## src/rtl/wr_arbiter.sv

```systemverilog
// wr_arbiter: write-side arbiter/sequencer for the 8-entry clock-crossing buffer.
// Optional lost-word counter enabled by defining WR_ARBITER_LOSS_CNT_EN.
`default_nettype none

module wr_arbiter #(
    parameter int DATA_W = 16
) (
    input  logic              clk,
    input  logic              rst,
    input  logic [1:0]        mode,
    input  logic              src0_valid,
    input  logic [DATA_W-1:0] src0_data,
    output logic              src0_ready,
    input  logic              src1_valid,
    input  logic [DATA_W-1:0] src1_data,
    output logic              src1_ready,
    input  logic              buffer_full,
    output logic              data_1_en,
    output logic [DATA_W-1:0] data_1,
    output logic              stall,
    output logic              cur_src
`ifdef WR_ARBITER_LOSS_CNT_EN
    ,
    output logic [7:0]        lost_cnt
`endif
);

    typedef enum logic [1:0] {
        S_IDLE    = 2'd0,
        S_ISSUE   = 2'd1,
        S_BLOCKED = 2'd2
    } state_t;

    state_t              r_state;
    logic                r_en;
    logic [DATA_W-1:0]   r_data;
    logic                r_stall;
    logic                r_cur;
    logic                r_rr_last;

    logic                w_want0;
    logic                w_want1;
    logic                w_arb;
    logic                w_gnt0;
    logic                w_gnt1;

    // In round-robin a tie goes to the source that did not win last time.
    always_comb begin
        w_want0 = 1'b0;
        w_want1 = 1'b0;
        case (mode)
            2'b00: w_want0 = src0_valid;
            2'b01: w_want1 = src1_valid;
            2'b10: begin
                w_want0 = src0_valid && !(src1_valid && !r_rr_last);
                w_want1 = src1_valid && !(src0_valid &&  r_rr_last);
            end
            default: begin
                w_want0 = src0_valid;
                w_want1 = src1_valid && !src0_valid;
            end
        endcase
        w_arb  = (r_state == S_IDLE) && !buffer_full;
        w_gnt0 = w_arb && w_want0;
        w_gnt1 = w_arb && w_want1;
    end

    assign src0_ready = w_gnt0;
    assign src1_ready = w_gnt1;

    always_ff @(posedge clk or negedge rst) begin
        if (!rst) begin
            r_state   <= S_IDLE;
            r_en      <= 1'b0;
            r_data    <= '0;
            r_stall   <= 1'b0;
            r_cur     <= 1'b0;
            r_rr_last <= 1'b1;
        end else begin
            case (r_state)
                S_IDLE: begin
                    if (buffer_full) begin
                        r_state <= S_BLOCKED;
                        r_stall <= 1'b1;
                    end else if (w_gnt0 || w_gnt1) begin
                        r_state   <= S_ISSUE;
                        r_en      <= 1'b1;
                        r_data    <= w_gnt1 ? src1_data : src0_data;
                        r_cur     <= w_gnt1;
                        r_rr_last <= w_gnt1;
                    end
                end
                // The strobe fires regardless of buffer_full; a full buffer drops the word.
                S_ISSUE: begin
                    r_en <= 1'b0;
                    if (buffer_full) begin
                        r_state <= S_BLOCKED;
                        r_stall <= 1'b1;
                    end else begin
                        r_state <= S_IDLE;
                    end
                end
                S_BLOCKED: begin
                    if (!buffer_full) begin
                        r_state <= S_IDLE;
                        r_stall <= 1'b0;
                    end
                end
                default: begin
                    r_state <= S_IDLE;
                    r_en    <= 1'b0;
                    r_stall <= 1'b0;
                end
            endcase
        end
    end

    assign data_1_en = r_en;
    assign data_1    = r_data;
    assign stall     = r_stall;
    assign cur_src   = r_cur;

`ifdef WR_ARBITER_LOSS_CNT_EN
    logic [7:0] r_lost;

    always_ff @(posedge clk or negedge rst) begin
        if (!rst) begin
            r_lost <= 8'd0;
        end else if ((r_state == S_ISSUE) && buffer_full && (r_lost != 8'hFF)) begin
            r_lost <= r_lost + 8'd1;
        end
    end

    assign lost_cnt = r_lost;
`endif

endmodule

`default_nettype wire

```

## config.mk

```make
export PLATFORM = sky130hd
export DESIGN_NAME = wr_arbiter
export DESIGN_NICKNAME = d
export VERILOG_FILES = /design/src/rtl/wr_arbiter.sv
export SDC_FILE = /design/constraint.sdc
export NUM_CORES = 1
export LEC_CHECK = 0
export BUFFER_PORTS_ARGS = -buffer_cell sky130_fd_sc_hd__clkbuf_2
export CAP_MARGIN = 15
export CORE_ASPECT_RATIO = 2
export CORE_MARGIN = 2
export CORE_UTILIZATION = 30
export DETAILED_ROUTE_END_ITERATION = 10
export PLACE_DENSITY_LB_ADDON = 0.1
export SYNTH_ARGS = -nofsm -noshare
export SYNTH_HDL_FRONTEND = slang
export SYNTH_SLANG_ARGS = --single-unit
```

## constraint.sdc

```tcl
create_clock -name clk -period 2.7 [get_ports clk]
set_input_delay 0.405 -clock clk [delete_from_list [all_inputs] [get_ports clk]]
set_output_delay 0.405 -clock clk [all_outputs]
set_load 0.02 [all_outputs]
```

==> out/results.ini <==
[setup_path]
cp-end-kind = primary output
cp.required_ns = 2.30
cp-start-kind = input port
path_class = input port to primary output
arrival_ns = 1.76
cp_max_fo = 13

[global_routing]
grtUsageMet2 = 0.254
grt_overflow = 0
top_usage_layer = met2
use_met3 = 0.0195
antenna_found_initial = 0
use_met1 = 0.154
grt_pass1_vias = 1108
grt_max_degree = 40
grt_pass1_wl_mm = 4.65
grt_util_all_layers = 0.141

[hold_path]
hp-class = input port to async pin

[yosys]
ys_warn_count = 0
synth_edf_count = 0
synth_top_family_by_area = compound AO/OA/AOI/OAI gates
synth_nets = 166
synth-compound-area-share = 0.209
syn_inst = 124
synth_fa_ha_area_frac = 0.0319
ys_ff_latch = 22
ys_seq_area_frac = 0.469
async_flop_share = 1.00
synth_top_area_frac = 0.447
synth_area_leaders = dfrtp_1 (45%), a221oi_2 (10%), nor3_1 (6.8%), inv_1 (6.7%), nor2_1 (6.1%)
yosysUniqueCellTypes = 24
synth_common_cells = dfrtp_1 (21), inv_1 (21), nor2_1 (19)
syn-cell-area_um2 = 1180
yosys.area.top_type = dfrtp_1
synthXorXnorAreaFrac = 0
synth_simple_gate_area_share = 0.173
synthMuxAreaShare = 0
synth_area_per_cell_um2 = 9.48
synthFlopType = dfrtp_1

[placed_design]
placed_cell_area_um2 = 1510
post-place-ws_ns = 0.514
io_buffer_count = 59
dpl.hpwl_mm = 2.20
gp_congestion = 0.712

[outcome]
outcome = finished, final reports clean

[timing]
drv_slew = 0
finalWorstSetupSlack_ns = 0.536
fin_worst_skew_ns = 0.00585
rsz0062_at_grt = false
setup_violations = 0
fmax_mhz = 462
tightestPinTransition_ns = 0.564
post-route-period-util = 0.801
finalHoldViolCount = 0
slew_headroom = 0.624
min_period_ns = 2.16
fin_setup_tns_ns = 0

[run]
drv_cap = 0

[routing]
drcViolationCount = 0
post_drt_wl_per_cell_um = 12.4
drt_iter0_drc = 18
wl_mm = 2.86
via_per_inst = 4.63
dr.pass1.iters = 4
ant_nets = 0
num_vias = 1069

[floorplanning]
dieArea_um2 = 4470
coreArea_um2 = 3800
num_rows = 32
ios = 60
die_width_um = 48.3
die_height_um = 92.6
initial_core_util = 0.309

[pwr]
leakagePower_uw = 0.000809
seq_power_share = 0.420
p_comb_frac = 0.366
p_int_uw = 714
swShare = 0.358
peakVddDrop_mv = 0.315
switchingPower_uw = 397
clockPowerShare = 0.214
p_per_area_nw_per_um2 = 711

[clocking]
postCtsSetupBuffers = 0
cts_made_buffers = 3
cts.reportedPaths.clkPinSlew_ns = 0.08
cts_resized = 0
cts.htree.levels = 1
cts_sinks = 22
clk_path_buf_depth = 2
cts_tree = built
clk_latency_ns = 0.26
ctsRootBufferMaster = clkbuf_8
postCtsHoldBufs = 0

[layout]
final_net_count = 223
drive_gt1_frac = 0.433
syn2layout_area_growth_pct = 32.9
design_area_um2 = 1560
insertedDiodeCount = 0

## kinds of logic (layout without fill, tap and decap cells)
group | count (synthesis) | in the layout
compound gates | 25 | 25
fa+ha+maj | 3 | 3
buf+inv | 31 | 87
flops | 22 | 22
simple gates | 43 | 43
## sequential cells by signal, indices dropped and copies added (netlist names)
name,flops
cur_src,1
data_1,16
data_1_en,1
stall,1
r_rr_last,1
r_state,2
## worst max-delay path, cell delays in order
cell and delay [ns]:
clkbuf_2 0.10, inv_1 0.05, ha_1 0.20, nand2b_1 0.16
o221ai_2 0.34, buf_4 0.28, nor2_1 0.06, clkbuf_2 0.17
## power groups by stage
stage / registers [µW] / clock network (µW) / logic, µW
global route: 479 / 260 / 446
CTS: 468 / 248 / 415
global placement: 473 / 0 / 411
finish: 467 / 237 / 407
floorplan: 569 / 0 / 167
detailed placement: 474 / 0 / 414
## per-layer routing
metal	vias up	wire length [µm]
met5	-	0
met4	0	29
met3	2	116
met2	33	1520
met1	499	1190
li1	535	-
## area by class of cell
type                    instances  area (µm²)
fillers                       400        2240
inverters                      21        78.8
clock buffers                   4        55.1
repair buffers                 62         318
flip-flops and latches         22         552
multi-input cells              71         495
well taps                      51        63.8
## placed cells by master, fill, tap and decap left out, types with 2 or more instances in the layout
master    netlist  layout
ha_1            3       3
o21ai_0         5       5
dfrtp_1        21      21
inv_1          21      21
buf_4           1       3
nor3_1         16      16
nand2b_1        2       2
clkbuf_8        0       4
nor2_1         19      19
a221oi_2        8       8
clkbuf_2        0      59
a221oi_1        8       8
## per-stage QoR
| stage | cells | hold WS (ns) | utilization | power [µW] |
|---|---|---|---|---|
| final | 231 | 0.117 | 0.411 | 1110 |
| after CTS | 231 | 0.144 | 0.411 | 1130 |
| after detailed placement | 227 | 0.435 | 0.396 | 888 |
| after floorplan | 124 | 0.109 | - | 737 |
| after global routing | 231 | 0.173 | 0.411 | 1180 |
| after global placement | 227 | 0.432 | 0.396 | 883 |
## final timing paths
check	from	endpoint	slack, ns	cells past startpoint
hold reg to reg	r_state[1]$_DFFE_PN0P_	stall$_DFFE_PN0P_	0.49	1
setup reg to reg	r_state[0]$_DFFE_PN0P_	data_1[7]$_DFFE_PN0P_	0.78	4
max in group asynchronous	rst	r_rr_last$_DFFE_PN1P_	2.20	1
min in group clk	buffer_full	r_state[1]$_DFFE_PN0P_	0.42	2
setup / recovery	mode[1]	src1_ready	0.54	8
hold / removal	rst	data_1[10]$_DFFE_PN0P_	0.12	1
Note: power is estimated with default switching activity, not from simulation.
